==> src/rtl/kinematics_seq_pkg.sv <==
// Shared types and stage indices for the inverse-kinematics sequencer.
package kinematics_seq_pkg;

  typedef enum logic [1:0] {
    SEQ_IDLE,
    SEQ_PREP,
    SEQ_RUN,
    SEQ_FAULT
  } seq_state_t;

  localparam int STG_FK   = 0;
  localparam int STG_J    = 1;
  localparam int STG_JI   = 2;
  localparam int STG_MULT = 3;
  localparam int STG_CONV = 4;

endpackage

==> src/rtl/kinematics_sequencer_stage_watchdog.sv <==
// Per-stage watchdog: counts RUN cycles and flags the last allowed cycle.
module stage_watchdog #(
  parameter int TIMEOUT_W = 16
) (
  input  logic                 clk,
  input  logic                 reset,
  input  logic                 clear,
  input  logic                 count_en,
  input  logic [TIMEOUT_W-1:0] limit,
  output logic                 expired
);

  logic [TIMEOUT_W-1:0] count;

  always_ff @(posedge clk) begin
    if (reset || clear) begin
      count <= '0;
    end else if (count_en) begin
      count <= count + 1'b1;
    end
  end

  // A zero limit disables the watchdog; wrap-around of count is harmless then.
  assign expired = (limit != '0) && (count == limit - 1'b1);

endmodule

==> src/rtl/kinematics_sequencer.sv <==
// Sequences NUM_STAGES compute blocks in order through reset/enable/done,
// with start/abort, continuous mode, per-stage watchdog and a pass counter.
module kinematics_sequencer
  import kinematics_seq_pkg::*;
#(
  parameter int NUM_STAGES = 5,
  parameter int TIMEOUT_W  = 16,
  parameter int ITER_W     = 16
) (
  input  logic                          clk,
  input  logic                          reset,
  input  logic                          start,
  input  logic                          abort,
  input  logic                          continuous,
  input  logic [TIMEOUT_W-1:0]          timeout_cycles,
  input  logic [NUM_STAGES-1:0]         stage_done,
  output logic [NUM_STAGES-1:0]         stage_enable,
  output logic [NUM_STAGES-1:0]         stage_reset,
  output logic                          busy,
  output logic                          cycle_done,
  output logic                          error,
  output logic [$clog2(NUM_STAGES)-1:0] error_stage,
  output logic [$clog2(NUM_STAGES)-1:0] current_stage,
  output logic [ITER_W-1:0]             iter_count
);

  localparam int SW = $clog2(NUM_STAGES);
  localparam logic [SW-1:0] FIRST = SW'(STG_FK);
  localparam logic [SW-1:0] LAST  = SW'(NUM_STAGES - 1);

  // Stage handshake: a stage sees one PREP cycle in reset, then runs with
  // enable=1/reset=0 until it raises done; done is sampled only from the
  // active stage and drops its enable on the following cycle.
  seq_state_t           state;
  logic [TIMEOUT_W-1:0] timeout_q;
  logic                 wd_expired;

  function automatic logic [NUM_STAGES-1:0] onehot(input logic [SW-1:0] idx);
    onehot      = '0;
    onehot[idx] = 1'b1;
  endfunction

  stage_watchdog #(.TIMEOUT_W(TIMEOUT_W)) u_watchdog (
    .clk      (clk),
    .reset    (reset),
    .clear    (state == SEQ_PREP),
    .count_en (state == SEQ_RUN),
    .limit    (timeout_q),
    .expired  (wd_expired)
  );

  always_ff @(posedge clk) begin
    if (reset) begin
      state         <= SEQ_IDLE;
      stage_enable  <= '0;
      stage_reset   <= '1;
      busy          <= 1'b0;
      cycle_done    <= 1'b0;
      error         <= 1'b0;
      error_stage   <= '0;
      current_stage <= '0;
      iter_count    <= '0;
      timeout_q     <= '0;
    end else begin
      cycle_done <= 1'b0;
      case (state)
        SEQ_IDLE: begin
          if (start && !abort) begin
            state         <= SEQ_PREP;
            current_stage <= FIRST;
            timeout_q     <= timeout_cycles;
            busy          <= 1'b1;
          end
        end
        SEQ_PREP: begin
          if (abort) begin
            state         <= SEQ_IDLE;
            busy          <= 1'b0;
            current_stage <= FIRST;
          end else begin
            state        <= SEQ_RUN;
            stage_enable <= onehot(current_stage);
            stage_reset  <= ~onehot(current_stage);
          end
        end
        SEQ_RUN: begin
          if (abort) begin
            state         <= SEQ_IDLE;
            busy          <= 1'b0;
            current_stage <= FIRST;
            stage_enable  <= '0;
            stage_reset   <= '1;
          end else if (stage_done[current_stage]) begin
            stage_enable <= '0;
            stage_reset  <= '1;
            if (current_stage == LAST) begin
              cycle_done    <= 1'b1;
              iter_count    <= iter_count + 1'b1;
              current_stage <= FIRST;
              if (continuous) begin
                state <= SEQ_PREP;
              end else begin
                state <= SEQ_IDLE;
                busy  <= 1'b0;
              end
            end else begin
              state         <= SEQ_PREP;
              current_stage <= current_stage + 1'b1;
            end
          end else if (wd_expired) begin
            state        <= SEQ_FAULT;
            error        <= 1'b1;
            error_stage  <= current_stage;
            busy         <= 1'b0;
            stage_enable <= '0;
            stage_reset  <= '1;
          end
        end
        SEQ_FAULT: begin
          if (abort) begin
            state <= SEQ_IDLE;
            error <= 1'b0;
          end else if (start) begin
            state         <= SEQ_PREP;
            error         <= 1'b0;
            current_stage <= FIRST;
            timeout_q     <= timeout_cycles;
            busy          <= 1'b1;
          end
        end
        default: state <= SEQ_IDLE;
      endcase
    end
  end

endmodule

==> config.mk <==
export PLATFORM = sky130hd
export DESIGN_NAME = kinematics_sequencer
export DESIGN_NICKNAME = d
export VERILOG_FILES = /design/src/rtl/kinematics_seq_pkg.sv /design/src/rtl/kinematics_sequencer_stage_watchdog.sv /design/src/rtl/kinematics_sequencer.sv
export SDC_FILE = /design/constraint.sdc
export NUM_CORES = 1
export LEC_CHECK = 0
export ABC_AREA = 0
export BUFFER_PORTS_ARGS = -buffer_cell sky130_fd_sc_hd__buf_2
export CORE_MARGIN = 4
export CORE_UTILIZATION = 41
export DETAILED_ROUTE_END_ITERATION = 10
export SLEW_MARGIN = 20
export SYNTH_ARGS = -nofsm -noshare
export SYNTH_HDL_FRONTEND = slang
export SYNTH_SLANG_ARGS = --single-unit
==> constraint.sdc <==
create_clock -name clk -period 2.5 [get_ports clk]
set_clock_uncertainty 0.2 [all_clocks]
set_input_delay 0.375 -clock clk [delete_from_list [all_inputs] [get_ports clk]]
set_output_delay 0.375 -clock clk [all_outputs]
set_load 0.01 [all_outputs]
==> impl_metrics.py, run 1 <==
metrics = {
    "outcome": {
        "status": "completed",
    },
    "place": {
        "gp_congestion": 0.910,
        "placed_area_um2": 4220,
        "port_buffers": 60,
        "place_hpwl_mm": 6.92,
        "pre_cts_slack_ns": 0.0530,
    },
    "timing": {
        "max_freq_mhz": 419,
        "rsz0062_at_grt": "yes",
        "period_needed_ns": 2.39,
        "relSlewSlack": 0.559,
        "setup_viol": 0,
        "setup_ws_ns": 0.112,
        "hold_viol": 0,
        "setup_tns_ns": 0,
        "maxSlewViolCount": 0,
        "worstMarginPinSlew_ns": 0.660,
        "finalCritPeriodShare": 0.955,
    },
    "synthesis": {
        "synth_cell_types": 56,
        "syn_area_um2": 3710,
        "ys_seq_elements": 69,
        "synth_edf_count": 0,
        "yosysTopAreaCell": "dfxtp_1",
        "ys_seq_area_frac": 0.373,
        "avgSynthCellArea_um2": 8.22,
        "async_flop_share": 0,
        "synth.area.top_cells": "dfxtp_1 (37%), xor2_1 (7.1%), nor2_1 (5.6%)",
        "ys.flop_type": "dfxtp_1",
        "synth_fp_nets": 488,
        "synth_top_area_frac": 0.373,
        "yosysWarningCount": 0,
        "syn_inst": 451,
    },
    "power": {
        "irDropWorstVdd_v": 0.000258,
        "p_per_area_nw_per_um2": 562,
        "power_mw": 2.52,
        "cellLeakagePower_nw": 1.78,
    },
    "drt": {
        "wl_per_cell_um": 14.6,
        "viasPerCell": 5.30,
        "drtPass1Iterations": 4,
        "antenna_left": 0,
        "vias": 3371,
        "drtIter0Drc": 114,
        "drc": 0,
        "routed_wl_mm": 9.30,
    },
    "cells_and_area": {
        "nNetsFinal": 560,
        "area_growth_pct": 20.9,
        "antennaDiodeCount": 0,
        "layout-drive-gt1-share": 0.229,
        "final_core_util": 0.512,
        "final_common_cell": "dfxtp_1",
        "fillerInstances": 900,
        "most-common-layout-cells": "dfxtp_1 (68), buf_2 (60), nor2_1 (54), nand2_1 (49), xor2_1 (30)",
        "design_area_um2": 4480,
    },
    "floorplan": {
        "coreArea_um2": 8760,
        "rows": 34,
        "pin_count": 61,
        "die_h_um": 103,
        "fp.dieW_um": 103,
        "initial_utilization": 0.423,
        "die_area_um2": 10600,
    },
    "clock_tree": {
        "cts_sinks": 69,
        "cts_buffer_depth": 2,
        "clkLatencyLatePin_ns": 0.37,
        "tritoncts": "done",
        "cts.clk_slew.worst_paths_ns": 0.09,
        "cts_root_buf": "clkbuf_8",
        "cts_hold_buffers": 0,
        "cts_buffers": 9,
        "cts.htree.levels": 3,
    },
    "critical_path": {
        "startpoint_type": "flip-flop",
        "crit_buf_inv": 0,
        "path_max_fanout": 5,
        "crit_required_ns": 2.55,
        "path_cells": "or4_4 -> nor3_2 -> nand4_1 -> o2bb2ai_2 -> or3_1 -> o21ai_1 -> a211oi_1",
        "critPathKind": "reg2reg",
        "slowest_stage": "or4_4",
        "critical-path-top-delay-family": "simple AND/OR/NAND/NOR gates",
        "arrival_ns": 2.43,
        "end_kind": "flip-flop",
        "slowest_delay_ns": 0.57,
    },
    "grt": {
        "grtUsageTotal": 0.186,
        "grt_max_degree": 36,
        "grt_pass1_vias": 3358,
        "grt_remaining_overflow": 0,
        "grt_pass1_wl_mm": 15.5,
        "antenna_found_initial": 0,
    },
    "min_path": {
        "min_path_type": "in2reg",
    },
    "run": {
        "maxCapViolations": 0,
    },
}
==> sequential cells by signal, summed over array words and instances (netlist names) <==
signal and cells:
iter_count 16, timeout_q 16, u_watchdog.count 16, stage_enable 5
stage_reset 5, current_stage 3, error_stage 3, state 2
busy 1, cycle_done 1, error 1
==> where the power goes <==
part	leakage, nW	switching [mW]	internal (mW)
Combinational	1.11	0.215	0.168
Sequential	0.559	0.0288	1.12
Clock	0.105	0.499	0.485
==> metrics by stage <==
step / hold WS (ns) / instances
2_1_floorplan: 0.259 / 451
3_3_place_gp: 0.269 / 619
3_5_place_dp: 0.266 / 619
4_1_cts: 0.0364 / 635
5_1_grt: 0.0368 / 636
6_report: 0.0507 / 636
==> routing by layer <==
| metal | wire, µm | up-vias | track usage |
|---|---|---|---|
| met5 | 0 | - | 0 |
| li1 | - | 1717 | - |
| met4 | 198 | 0 | 0.0657 |
| met1 | 4290 | 1577 | 0.234 |
| met3 | 408 | 16 | 0.0541 |
| met2 | 4400 | 61 | 0.302 |
==> cell type report <==
cell class,instances,area [µm²],area share
tap,108,135,0.0301
clock inverter,7,86.3,0.0193
inverter,16,60.1,0.0134
timing repair buffer,82,465,0.104
clock buffer,9,124,0.0276
sequential,69,1380,0.308
multi-input combinational,345,2230,0.497
==> tightest hold or removal path, stage by stage <==
cell and delay, ns:
buf_2 0.10, nand2_1 0.05, a21oi_1 0.05
==> synth_stat cells (3+ instances only) <==
master,number
o21ai_1,7
a211oi_1,3
nor3_1,15
nor2b_1,7
mux2i_1,7
nand4b_1,3
o32a_1,3
inv_1,16
and3_1,7
nand2_1,49
a21oi_1,30
o21ai_0,5
or3_1,3
xor2_1,30
o21a_1,7
clkbuf_1,18
o31ai_1,7
o41ai_1,4
xnor2_1,18
nor2_1,55
and4_1,5
ha_1,11
nand3_1,18
nand4_1,10
dfxtp_1,69
nand2b_1,7
==> path summary, 6_finish.rpt <==
check,start,endpoint,slack [ns],cells after the start
max,timeout_q[2],error,0.11,7
max reg2reg,timeout_q[2],error,0.11,7
min reg2reg,timeout_q[1],timeout_q[1],0.27,2
min,timeout_cycles[4],timeout_q[4],0.05,3
==> kinds of logic after synthesis <==
group,after synthesis,synth area share
AND/OR/NAND/NOR,195,0.266
AO/OA/AOI/OAI,83,0.150
flip-flops,69,0.373
XOR/XNOR,48,0.113
buffers and inverters,37,0.0385
adder cells (fa/ha/maj),11,0.0371
multiplexers,8,0.0229
==> what timing repair did <==
action | 4_1_cts | 5_1_grt
resized for setup | 0 | 12
setup buffers | 0 | 1
setup endpoints to repair | 0 | 19
Note: power is estimated with default switching activity, not from simulation.
==> run 2, diff against run 1 <==
--- a/config.mk
+++ b/config.mk
@@ -7,9 +7,12 @@
 export LEC_CHECK = 0
 export ABC_AREA = 0
 export BUFFER_PORTS_ARGS = -buffer_cell sky130_fd_sc_hd__buf_2
+export CELL_PAD_IN_SITES_DETAIL_PLACEMENT = 2
+export CELL_PAD_IN_SITES_GLOBAL_PLACEMENT = 2
 export CORE_MARGIN = 4
-export CORE_UTILIZATION = 41
+export CORE_UTILIZATION = 30
 export DETAILED_ROUTE_END_ITERATION = 10
+export PLACE_DENSITY_LB_ADDON = 0.1
 export SLEW_MARGIN = 20
 export SYNTH_ARGS = -nofsm -noshare
 export SYNTH_HDL_FRONTEND = slang
==> impl_metrics.py, run 2 (synthesis gave the netlist of run 1 again) <==
metrics = {
    "critical_path": {
        "slowest_stage": "or4_4",
        "path_cells": "or4_4 -> nor3_4 -> nand4_1 -> o2bb2ai_4 -> o21ai_1 -> o211ai_2 -> mux2_4",
        "slowest_delay_ns": 0.57,
        "end_kind": "flip-flop",
        "crit_required_ns": 2.53,
        "startpoint_type": "flip-flop",
        "arrival_ns": 2.55,
        "path_max_fanout": 5,
        "critPathKind": "reg2reg",
    },
    "clock_tree": {
        "cts.htree.levels": 3,
        "cts_buffers": 9,
        "cts_hold_buffers": 0,
        "cts_sinks": 69,
        "cts_buffer_depth": 2,
        "cts_root_buf": "clkbuf_16",
        "tritoncts": "done",
        "clkLatencyLatePin_ns": 0.34,
        "cts.clk_slew.worst_paths_ns": 0.06,
    },
    "outcome": {
        "violations": "setup timing",
        "status": "complete, but fails checks",
    },
    "floorplan": {
        "pin_count": 61,
        "die_area_um2": 14200,
        "fp.dieW_um": 119,
        "rows": 40,
        "initial_utilization": 0.307,
        "coreArea_um2": 12100,
        "die_h_um": 119,
    },
    "power": {
        "cellLeakagePower_nw": 1.90,
        "p_per_area_nw_per_um2": 606,
        "power_mw": 2.92,
        "irDropWorstVdd_v": 0.000381,
    },
    "drt": {
        "drtIter0Drc": 113,
        "antenna_left": 0,
        "viasPerCell": 4.98,
        "routed_wl_mm": 12.1,
        "vias": 3517,
        "drc": 0,
        "drtPass1Iterations": 4,
        "wl_per_cell_um": 17.1,
    },
    "place": {
        "gp_congestion": 0.861,
        "port_buffers": 60,
        "pre_cts_slack_ns": -0.0617,
        "place_hpwl_mm": 9.05,
        "dpl.cell_count": 687,
    },
    "grt": {
        "grt_remaining_overflow": 0,
        "antenna_found_initial": 0,
        "grt_pass1_vias": 3859,
        "grtUsageTotal": 0.177,
        "grt_pass1_wl_mm": 19.9,
        "grt_max_degree": 35,
    },
    "timing": {
        "fin_hold_ws_ns": 0.0667,
        "max_freq_mhz": 398,
        "worstMarginPinSlew_ns": 0.491,
        "setup_ws_ns": -0.0123,
        "period_needed_ns": 2.51,
        "maxSlewViolCount": 0,
        "finalCritPeriodShare": 1.00,
        "relSlewSlack": 0.669,
        "hold_viol": 0,
        "setup_viol": 2,
        "rsz0062_at_grt": "yes",
    },
    "cells_and_area": {
        "final_common_cell": "dfxtp_1",
        "nNetsFinal": 570,
        "layout-drive-gt1-share": 0.270,
        "instances_no_fill": 706,
        "area_growth_pct": 30.0,
        "most-common-layout-cells": "dfxtp_1 (66), buf_2 (60), nor2_1 (54), nand2_1 (49), buf_4 (32)",
        "top_regs": "iter_count (16), timeout_q (16), u_watchdog.count (16)",
        "ff_latch_area_um2": 1390,
        "antennaDiodeCount": 0,
        "fillerInstances": 1388,
        "multi_input_area_um2": 2310,
    },
    "run": {
        "maxCapViolations": 0,
    },
    "min_path": {
        "min_path_type": "in2reg",
    },
}
[run 2: cell types whose count changed in the layout (fill, tap and decap cells not counted), sizes merged]
cell      delta
clkbuf       +2
buf         +10
inv          -5
clkinvlp     +1
clkinv       +2
[run 2: cell type report]
| cell class | count | share of cell area |
|---|---|---|
| well taps | 168 | 0.0436 |
| multi-input cells | 345 | 0.479 |
| inverters | 16 | 0.0125 |
| clock inverters | 5 | 0.0122 |
| clock buffers | 11 | 0.0524 |
| repair buffers | 92 | 0.112 |
| flip-flops and latches | 69 | 0.288 |
[run 2: power by group]
group / internal, mW / switching, mW / leakage, nW
Clock: 0.826 / 0.503 / 0.148
Sequential: 1.12 / 0.0273 / 0.560
Combinational: 0.191 / 0.252 / 1.20
[run 2: stage by stage]
stage,TNS (ns),utilization,area [µm²]
2_1_floorplan,0,-,3710
3_3_place_gp,-0.00740,0.361,4350
3_5_place_dp,-0.283,0.361,4350
4_1_cts,0,0.391,4720
5_1_grt,-0.480,0.400,4820
6_report,-0.0146,0.400,4820
[run 2: final timing paths]
| path | to | slack (ns) | startpoint | depth (start not counted) |
|---|---|---|---|---|
| worst min register to register | timeout_q[1] | 0.28 | timeout_q[1] | 2 |
| worst max-delay path | busy | -0.01 | timeout_q[4] | 7 |
| worst min-delay path | timeout_q[14] | 0.07 | timeout_cycles[14] | 3 |
| worst max register to register | busy | -0.01 | timeout_q[4] | 7 |
[run 2: per-layer routing]
metal	part of all wire	up-vias	GRT usage
li1	-	1731	-
met1	0.45	1719	0.210
met2	0.49	50	0.301
met3	0.027	17	0.0461
met4	0.023	0	0.0731
met5	0	-	0
[run 2: repair_timing]
item / CTS / global route
buffers inserted: 0 / 3
pin swaps: 2 / 12
setup endpoints to repair: 16 / 24
resized for setup: 13 / 19
[run 2: critical path, delay by kind of cell, from the launching register on]
family / cells / cell delay [ns]
AND/OR/NAND/NOR: 3 / 1.00
AO/OA/AOI/OAI: 3 / 0.54
flip-flops: 1 / 0.36
multiplexers: 1 / 0.30
==> run 3, diff against run 2 <==
--- a/config.mk
+++ b/config.mk
@@ -17,3 +17,4 @@
 export SYNTH_ARGS = -nofsm -noshare
 export SYNTH_HDL_FRONTEND = slang
 export SYNTH_SLANG_ARGS = --single-unit
+export TNS_END_PERCENT = 5
==> impl_metrics.py, run 3 (synthesis gave the netlist of run 1 again) <==
metrics = {
    "outcome": {
        "status": "completed",
    },
    "timing": {
        "rsz0062_at_grt": "yes",
        "hold_viol": 0,
        "worstMarginPinSlew_ns": 0.509,
        "relSlewSlack": 0.657,
        "setup_viol": 0,
        "fin_hold_ws_ns": 0.0648,
        "max_freq_mhz": 408,
        "setup_tns_ns": 0,
        "finalCritPeriodShare": 0.980,
        "period_needed_ns": 2.45,
        "maxSlewViolCount": 0,
    },
    "cells_and_area": {
        "instances_no_fill": 703,
        "area_growth_pct": 28.5,
        "final_common_cell": "dfxtp_1",
        "antennaDiodeCount": 0,
        "nNetsFinal": 567,
        "top_regs": "iter_count (16), timeout_q (16), u_watchdog.count (16)",
        "multi_input_area_um2": 2280,
        "layout-drive-gt1-share": 0.254,
        "fillerInstances": 1406,
        "most-common-layout-cells": "dfxtp_1 (66), buf_2 (60), nor2_1 (54), nand2_1 (49)",
        "ff_latch_area_um2": 1390,
    },
    "grt": {
        "grt_pass1_vias": 3860,
        "antenna_found_initial": 0,
        "use_met2": 0.300,
        "grtUsageTotal": 0.176,
        "gr-usage-met1": 0.210,
        "grtUsageMet3": 0.0461,
        "grt_remaining_overflow": 0,
        "grt_max_degree": 35,
        "grt_busiest_layer": "met2",
        "grt_pass1_wl_mm": 19.8,
    },
    "place": {
        "gp_congestion": 0.861,
        "port_buffers": 60,
        "dpl.cell_count": 687,
        "place_hpwl_mm": 9.05,
    },
    "critical_path": {
        "r2r_setup_slack_ns": 0.05,
        "crit_required_ns": 2.53,
        "critPathKind": "reg2reg",
        "r2r_start": "timeout_q[5]",
        "startpoint_type": "flip-flop",
        "arrival_ns": 2.48,
        "r2r_cells": 7,
        "end_kind": "flip-flop",
        "rr_endpoint": "error",
        "path_max_fanout": 5,
    },
    "clock_tree": {
        "cts.clk_slew.worst_paths_ns": 0.06,
        "cts_buffers": 9,
        "tritoncts": "done",
        "cts_setup_buffers": 0,
        "cts_root_buf": "clkbuf_16",
        "cts.htree.levels": 3,
        "cts_hold_buffers": 0,
        "clkLatencyLatePin_ns": 0.34,
        "cts_sinks": 69,
        "cts_buffer_depth": 2,
    },
    "power": {
        "p_per_area_nw_per_um2": 614,
        "irDropWorstVdd_v": 0.000402,
        "cellLeakagePower_nw": 1.87,
    },
    "drt": {
        "vias": 3524,
        "routed_wl_mm": 11.9,
        "drc": 0,
        "drtPass1Iterations": 4,
        "drtIter0Drc": 101,
        "wl_per_cell_um": 17.0,
        "viasPerCell": 5.01,
        "antenna_left": 0,
    },
    "floorplan": {
        "coreArea_um2": 12100,
        "rows": 40,
        "die_area_um2": 14200,
        "die_h_um": 119,
        "pin_count": 61,
        "initial_utilization": 0.307,
        "fp.dieW_um": 119,
    },
    "min_path": {
        "hold-path-cell-count": 3,
        "min_path_type": "in2reg",
        "hold_start": "timeout_cycles[5]",
        "holdPathEnd": "timeout_q[5]",
    },
    "run": {
        "maxCapViolations": 0,
    },
}
run 3: cell count changes in the layout (fill, tap and decap cells not counted), sizes merged:
cell / previous run / this run
buf: 92 / 89
run 3: how the worst max path moves through the flow:
stage	slack [ns]	cells past startpoint	startpoint	to
after global routing	-0.04	7	timeout_q[5]	stage_enable[0]
after floorplan	0.02	11	timeout_q[0]	busy
after global placement	-0.007	7	timeout_q[2]	busy
after CTS	-0.03	7	timeout_q[2]	error
final	0.05	7	timeout_q[5]	error
after detailed placement	-0.06	7	timeout_q[2]	busy
run 3: critical path, cell delays in order (launching register included):
cell       delay [ns]
dfxtp_2          0.35
or4_4            0.58
nor3_4           0.16
nand4_1          0.21
o2bb2ai_4        0.22
or3_4            0.39
o21ai_2          0.15
a211oi_1         0.08
run 3: cell type report:
type / count / share of cell area
Multi-Input combinational cell: 345 / 0.478
Sequential cell: 69 / 0.291
Timing Repair Buffer: 89 / 0.109
Clock buffer: 11 / 0.0531
Tap cell: 168 / 0.0441
Inverter: 16 / 0.0126
Clock inverter: 5 / 0.0123
run 3: per-stage QoR:
| step | setup WS (ns) | power [mW] | utilization | cell area [µm²] |
|---|---|---|---|---|
| after floorplan | 0.0206 | 1.43 | - | 3710 |
| after global placement | -0.00740 | 1.57 | 0.361 | 4350 |
| after detailed placement | -0.0617 | 1.58 | 0.361 | 4350 |
| after CTS | -0.0327 | 2.96 | 0.389 | 4690 |
| after global routing | -0.0354 | 3.08 | 0.395 | 4760 |
| final | 0.0499 | 2.92 | 0.395 | 4760 |
run 3: layer usage:
layer	routed length, µm	share of wire	vias up
met5	0	0	-
met4	271	0.023	0
met3	354	0.030	17
met2	5940	0.50	50
met1	5380	0.45	1728
li1	-	-	1729
run 3: report_power, final:
part           leakage, nW  internal, mW  switching [mW]
logic                 1.17         0.188           0.253
registers            0.559          1.12          0.0271
clock network        0.148         0.826           0.505
run 3: timing repair:
item	in CTS	in global routing
endpoints found under the setup margin	16	22
resized for setup	6	19
pin swaps	1	7
